==> src/rtl/serialize_pkg.sv <==
// serialize_pkg: shared state encoding and width helpers for the lane serializer.
package serialize_pkg;
  typedef enum logic {IDLE, BUSY} state_e;
  function automatic int cnt_w(input int lanes);
    return $clog2(lanes + 1);
  endfunction
  function automatic int eot_bit(input int w_lane);
    return w_lane;
  endfunction
endpackage

==> src/rtl/serialize_if.sv <==
// serialize_if: word-in / lane-out handshake bundle for serialize.
// With SERIALIZE_ACTIVE_EN the active-lane count rides above the lanes in din_data.
interface serialize_if import serialize_pkg::*; #(parameter int LANES = 4, parameter int W_LANE = 8);
`ifdef SERIALIZE_ACTIVE_EN
  localparam int DW = LANES * W_LANE + cnt_w(LANES);
`else
  localparam int DW = LANES * W_LANE;
`endif
  logic din_valid;
  logic din_ready;
  logic [DW-1:0] din_data;
  logic dout_valid;
  logic dout_ready;
  logic [eot_bit(W_LANE):0] dout_data;
  modport slave (input din_valid, din_data, dout_ready, output din_ready, dout_valid, dout_data);
  modport master (output din_valid, din_data, dout_ready, input din_ready, dout_valid, dout_data);
endinterface

==> src/rtl/serialize.sv <==
// serialize: holds one word and emits its lanes 0..last, flagging eot on the last lane.
// SERIALIZE_ACTIVE_EN adds a per-word active-lane count taken from the din_data MSBs.
module serialize import serialize_pkg::*; #(
  parameter int LANES = 4,
  parameter int W_LANE = 8
) (
  input logic clk,
  input logic rst,
  serialize_if.slave bus
);
  localparam int CNTW = $clog2(LANES);
  localparam int LW = LANES * W_LANE;
  localparam int EOT = eot_bit(W_LANE);
`ifdef SERIALIZE_ACTIVE_EN
  localparam int CW = cnt_w(LANES);
  localparam int DW = LW + CW;
`else
  localparam int DW = LW;
`endif
  state_e state_q, state_d;
  logic [CNTW-1:0] cnt_q, cnt_d, last;
  logic [DW-1:0] word_q, word_d;
  logic [LANES-1:0][W_LANE-1:0] lanes;
  logic is_last, din_hs, dout_hs;
`ifdef SERIALIZE_ACTIVE_EN
  logic [CW-1:0] act, act_m1;
  assign act = word_q[DW-1 -: CW];
  assign act_m1 = act - CW'(1);
  // out-of-range counts (0 or above LANES) fall back to a full word
  assign last = (act == '0 || act > CW'(LANES)) ? CNTW'(LANES - 1) : act_m1[CNTW-1:0];
`else
  assign last = CNTW'(LANES - 1);
`endif
  assign lanes = word_q[LW-1:0];
  assign is_last = cnt_q == last;
  assign din_hs = bus.din_valid && bus.din_ready;
  assign dout_hs = bus.dout_valid && bus.dout_ready;
  assign bus.dout_valid = state_q == BUSY;
  assign bus.din_ready = state_q == IDLE || (is_last && bus.dout_ready);
  assign bus.dout_data[EOT] = is_last;
  assign bus.dout_data[EOT-1:0] = lanes[cnt_q];
  always_comb begin
    state_d = din_hs ? BUSY : (dout_hs && is_last) ? IDLE : state_q;
    cnt_d = din_hs ? '0 : (dout_hs && !is_last) ? cnt_q + CNTW'(1) : cnt_q;
    word_d = din_hs ? bus.din_data : word_q;
  end
  always_ff @(posedge clk or negedge rst) begin
    if (!rst) begin
      state_q <= IDLE;
      cnt_q <= '0;
      word_q <= '0;
    end else begin
      state_q <= state_d;
      cnt_q <= cnt_d;
      word_q <= word_d;
    end
  end
endmodule

==> src/flat_wrapper.sv <==
// flat-port wrapper written by rule: the top's interface ports become plain ports
module serialize_flat import serialize_pkg::*;
#(
  parameter int LANES = 4,
  parameter int W_LANE = 8
)
  (clk, rst, bus_din_valid, bus_din_data, bus_dout_ready, bus_din_ready, bus_dout_valid, bus_dout_data);
  serialize_if #(.LANES(LANES), .W_LANE(W_LANE)) bus_i ();
  input logic clk;
  input logic rst;
  input wire logic [$bits(bus_i.din_valid)-1:0] bus_din_valid;
  input wire logic [$bits(bus_i.din_data)-1:0] bus_din_data;
  input wire logic [$bits(bus_i.dout_ready)-1:0] bus_dout_ready;
  output wire logic [$bits(bus_i.din_ready)-1:0] bus_din_ready;
  output wire logic [$bits(bus_i.dout_valid)-1:0] bus_dout_valid;
  output wire logic [$bits(bus_i.dout_data)-1:0] bus_dout_data;
  assign bus_i.din_valid = bus_din_valid;
  assign bus_i.din_data = bus_din_data;
  assign bus_i.dout_ready = bus_dout_ready;
  assign bus_din_ready = bus_i.din_ready;
  assign bus_dout_valid = bus_i.dout_valid;
  assign bus_dout_data = bus_i.dout_data;
  serialize #(.LANES(LANES), .W_LANE(W_LANE)) u_core (.clk(clk), .rst(rst), .bus(bus_i));
endmodule
==> config.mk <==
export PLATFORM = sky130hd
export DESIGN_NAME = serialize_flat
export DESIGN_NICKNAME = d
export VERILOG_FILES = /design/src/rtl/serialize_pkg.sv /design/src/rtl/serialize_if.sv /design/src/rtl/serialize.sv /design/src/flat_wrapper.sv
export SDC_FILE = /design/constraint.sdc
export NUM_CORES = 1
export LEC_CHECK = 0
export CORE_MARGIN = 10
export CORE_UTILIZATION = 47
export CTS_BUF_LIST = sky130_fd_sc_hd__clkbuf_16
export CTS_CLUSTER_DIAMETER = 50
export DETAILED_ROUTE_END_ITERATION = 10
export PLACE_DENSITY_LB_ADDON = 0.12
export SLEW_MARGIN = 20
export SYNTH_ARGS = -nofsm -noshare
export SYNTH_HDL_FRONTEND = slang
export SYNTH_SLANG_ARGS = --single-unit
==> constraint.sdc <==
create_clock -name clk -period 2 [get_ports clk]
set_input_delay 0.4 -clock clk [delete_from_list [all_inputs] [get_ports clk]]
set_output_delay 0.4 -clock clk [all_outputs]
set_load 0.01 [all_outputs]
; After elaboration in Yosys (flattened, before gate mapping)
; Cells that the tools add are included.
[word_totals]
latchBits = 0
in_bits = 36
romBits = 0
ramBits = 0
n_memories = 0
register_bits = 35
[op_classes]
n_bitwise = 1
n_reduce_logical = 9
n_lt_le_gt_ge = 1
n_div = 0
n_mux = 6
addsub = 1
shift = 0
multipliers = 0
n_eq_ne = 1
[op_table]
columns = op, n
row1 = 8-bit binary-select mux with 2-bit select, 1
row2 = 8-bit 2-to-1 mux, 1
row3 = 1-bit logical AND, 5
row4 = 2-bit 2-to-1 mux, 2
row5 = 2-bit nonzero test, 2
row6 = 2-bit by 3-bit < comparator with 1-bit output (second input constant), 1
row7 = 2-bit by 1-bit adder with 2-bit output (second input constant), 1
row8 = 2-bit == test (second input constant), 1
row9 = 1-bit 2-to-1 mux, 2
row10 = 1-bit logical NOT, 1
row11 = 1-bit logical OR, 1
row12 = 1-bit NOT, 1

; Depth between registers and ports, before layout
[logic_depth]
ltp_word = 5
mapped_depth = 5
mapped_depth_nobuf = 4

; Worst setup path before layout
; OpenSTA, ideal clock, no wires.
[synth_path]
path_kind = flip-flop to output port
start = register u_core.cnt_q[0]
end = output port bus_dout_data[0]
path_stages_with_launch = 3
arrival_time_ns = 1.146
slack_ns = 0.454
required_time_ns = 1.600
path_buffers = 1
path_cell_list = dfrtp_1 -> buf_2 -> mux4_2
[synth_between]
elab_chain_len = 2
[synth_lines]
columns = item, line_no
row1 = from (decl), serialize.sv:21  ; logic [CNTW-1:0] cnt_q, cnt_d, last;
row2 = from (signal assigned), serialize.sv:54  ; cnt_q <= cnt_d;
row3 = 8-bit binary-select mux with 2-bit select, serialize.sv:41  ; assign bus.dout_data[EOT-1:0] = lanes[cnt_q];
row4 = 8-bit 2-to-1 mux (not written as such), serialize.sv:41
row5 = to (decl), flat_wrapper.sv:16  ; output wire logic [$bits(bus_i.dout_data)-1:0] bus_dout_data;
; Every way passes these cells. The select of a mux whose other input is x is not followed.

; Worst setup path in the final report
; Ends and elaborated chain as after synthesis.

==> qor.csv <==
stage,metric,value,unit
run_status,status,completed,
floorplan,Initial Util,0.4998,
flow_run,Max Cap Viol,0,
floorplan,row cnt,21,
timing,final period utilization,0.9737,
global_route,vias in the first global route,1134,
worst_setup_path,WP data arrival,1550,ps
finish,most frequent cells in the layout,"clkdlybuf4s50_1, dfrtp_1, mux2_4, mux4_2",
synthesis,"Distinct cells, synth",16,
timing,fmax,0.5135,GHz
floorplan,Die Ht,80.50,microns
global_route,gr ovfl total,0,
detailed_routing,TritonRoute pass-1 iters,4,
clock_network,cts bufs inserted,5,
synthesis,Post-Synthesis Cells,94,
worst_setup_path,max incr delay on CP,490,ps
finish,final non-filler cell total,198,
global_route,first-pass GRT wire length,5623,microns
global_route,Total GRT Usage,0.1128,
finish,Post-Route Utilization,0.7005,
timing,Slew HR,0.5011,
placement,HPWL after DPL,2528,microns
global_route,initial antenna violation count,0,
finish,share of layout cells above drive strength 1,0.4474,
finish,ANT cells,0,
worst_setup_path,Slowest cell on crit path,mux4_2,
clock_network,hold-fix buffers at CTS,0,
clock_network,CTS tree,done,
timing,final setup fails,0,
timing,post-layout min period,1947,ps
worst_setup_path,startpoint types,flop,
placement,gpl congestion,0.7328,
synthesis,syn nets,131,
synthesis,synthesized flop and latch total,35,
finish,"commonest non-fill, non-tap cell in the layout",clkdlybuf4s50_1,
timing,Slew Limit Fails,0,
floorplan,die area,0.006480,sq mm
floorplan,die width,80.50,microns
clock_network,H-tree levels,2,
placement,Port Buffers,46,
pwr,Worst VDD drop,0.8734,mV
detailed_routing,DRC,0,
timing,accumulated negative setup slack,0,ps
detailed_routing,ANT nets after route,0,
clock_network,clk_lat worst skew,270,ps
timing,worst slew pin tran,748.4,ps
pwr,static leakage,0.001156,uW
finish,Layout Nets,188,
worst_setup_path,CP Data Required Time,1600,ps
clock_network,clock buffer depth,2,
clock_network,Root Buffer,clkbuf_16,
worst_setup_path,Max Fanout on Critical Path,4,
min_path,Hold Path Class,input port to async pin,
placement,"Cell Area, Placed",0.002261,sq mm
floorplan,core area,0.003442,sq mm
detailed_routing,initial drt markers,44,
timing,Clock Skews,2.912,ps
clock_network,clk sinks,35,
detailed_routing,DRT Wirelength,3329,microns
detailed_routing,routed vias,963,
finish,P&R area growth vs syn,40.15,%
synthesis,average footprint of a synthesized cell,18.30,sq um
timing,RSZ-0062 raised after global routing,false,
pwr,Pwr Density,1571,mW/mm^2
synthesis,post-synthesis sequential area ratio,0.5091,
detailed_routing,drt wl/cell,16.81,microns
timing,Final Hold Fails,0,
floorplan,io pins,47,
worst_setup_path,CP Cell Sequence,"buf_6, mux4_2, clkdlybuf4s15_1",
clock_network,"CTS clk-pin slew, worst paths",50,ps
worst_setup_path,Critical Path Sink Type,primary output,
synthesis,Mapped Area,0.001720,sq mm
global_route,largest net degree at the start of global routing,36,
placement,placed instance count,189,
detailed_routing,vias per cell,4.864,
worst_setup_path,crit path kind,flop to primary output,
finish,Layout Cell Area excl Fill,0.002411,sq mm
synthesis,YS warnings,0,
final timing paths:
check                                 startpoint  slack [ps]               end  cells after the start
worst max-delay path             u_core.cnt_q[0]          50  bus_dout_data[0]                      3
worst min-delay path                         rst         190   u_core.lanes[2]                      1
worst max register to register   u_core.cnt_q[0]         160  u_core.lanes[20]                      7
worst min register to register  u_core.lanes[25]         500  u_core.lanes[25]                      1
max in group asynchronous                    rst        1280   u_core.cnt_q[1]                      1
min in group clk                u_core.lanes[25]         500  u_core.lanes[25]                      1
cells by family after synthesis:
group,after synthesis,share of synthesized area
adders and majority gates,1,0.007272
DFF,35,0.5091
muxes,41,0.3855
AOI/OAI and AO/OA,5,0.02619
buffers and inverters,9,0.05164
and+or+nand+nor,3,0.02036
flip-flops by register name (all words and copies together), names as in the netlist:
register and cells:
u_core.bus.dout_valid 1, u_core.cnt_q 2, u_core.lanes 32
per-stage QoR:
| stage | total power (uW) | hold slack, ps | worst slack [ps] |
|---|---|---|---|
| floorplan | 2411 | 104.4 | 453.6 |
| global placement | 3060 | 487.6 | 2.369 |
| detailed placement | 3103 | 492.0 | -14.36 |
| CTS | 3908 | 228.1 | -5.329 |
| global route | 4039 | 270.9 | 1.868 |
| finish | 3787 | 193.8 | 52.62 |
timing repair:
| action | CTS | global route |
|---|---|---|
| gates resized for setup | 19 | 8 |
| setup buffers | 1 | 0 |
| setup endpoints to repair | 10 | 8 |
layer usage:
layer  global-route usage  routed length, microns  vias to the layer above
met3              0.04900                     245                        4
met4              0.04225                      34                        0
met1               0.1351                    1424                      471
li1                     -                       -                      459
met2               0.1744                    1625                       29
met5                    0                       0                        -
where the power goes:
part / total [uW] / leakage (uW) / switching [uW] / internal [uW]
registers: 1270 / 0.000415 / 199 / 1070
clock network: 840 / 0.0000812 / 260 / 580
logic: 1680 / 0.000660 / 548 / 1130
total: 3790 / 0.00116 / 1010 / 2780
cells in the mapped netlist:
cell | number | area share
or2b_1 | 2 | 0.0087
nand2_8 | 1 | 0.012
mux2i_1 | 1 | 0.0058
mux2_4 | 30 | 0.26
a21bo_4 | 1 | 0.0095
mux4_2 | 8 | 0.10
buf_12 | 3 | 0.035
dfrtp_1 | 35 | 0.51
buf_4 | 1 | 0.0044
o22ai_1 | 1 | 0.0036
a22o_1 | 2 | 0.010
mux2_2 | 2 | 0.013
buf_2 | 2 | 0.0058
inv_1 | 3 | 0.0065
a21oi_1 | 1 | 0.0029
ha_1 | 1 | 0.0073
worst max-delay path, delay by kind of cell (launching register included):
family,cells,cell delay [ps]
buffers and inverters,2,390
DFF,1,400
muxes,1,490
final cells by class:
| type | count | area (sq um) |
|---|---|---|
| multi-input cells | 50 | 758.2 |
| clock buffers | 5 | 125.1 |
| flip-flops and latches | 35 | 877.1 |
| inverters | 3 | 11.26 |
| repair buffers | 56 | 543.0 |
| well taps | 46 | 57.56 |
| fillers | 238 | 1031 |
| clock inverters | 3 | 38.79 |
(Power assumes the default switching activity.)
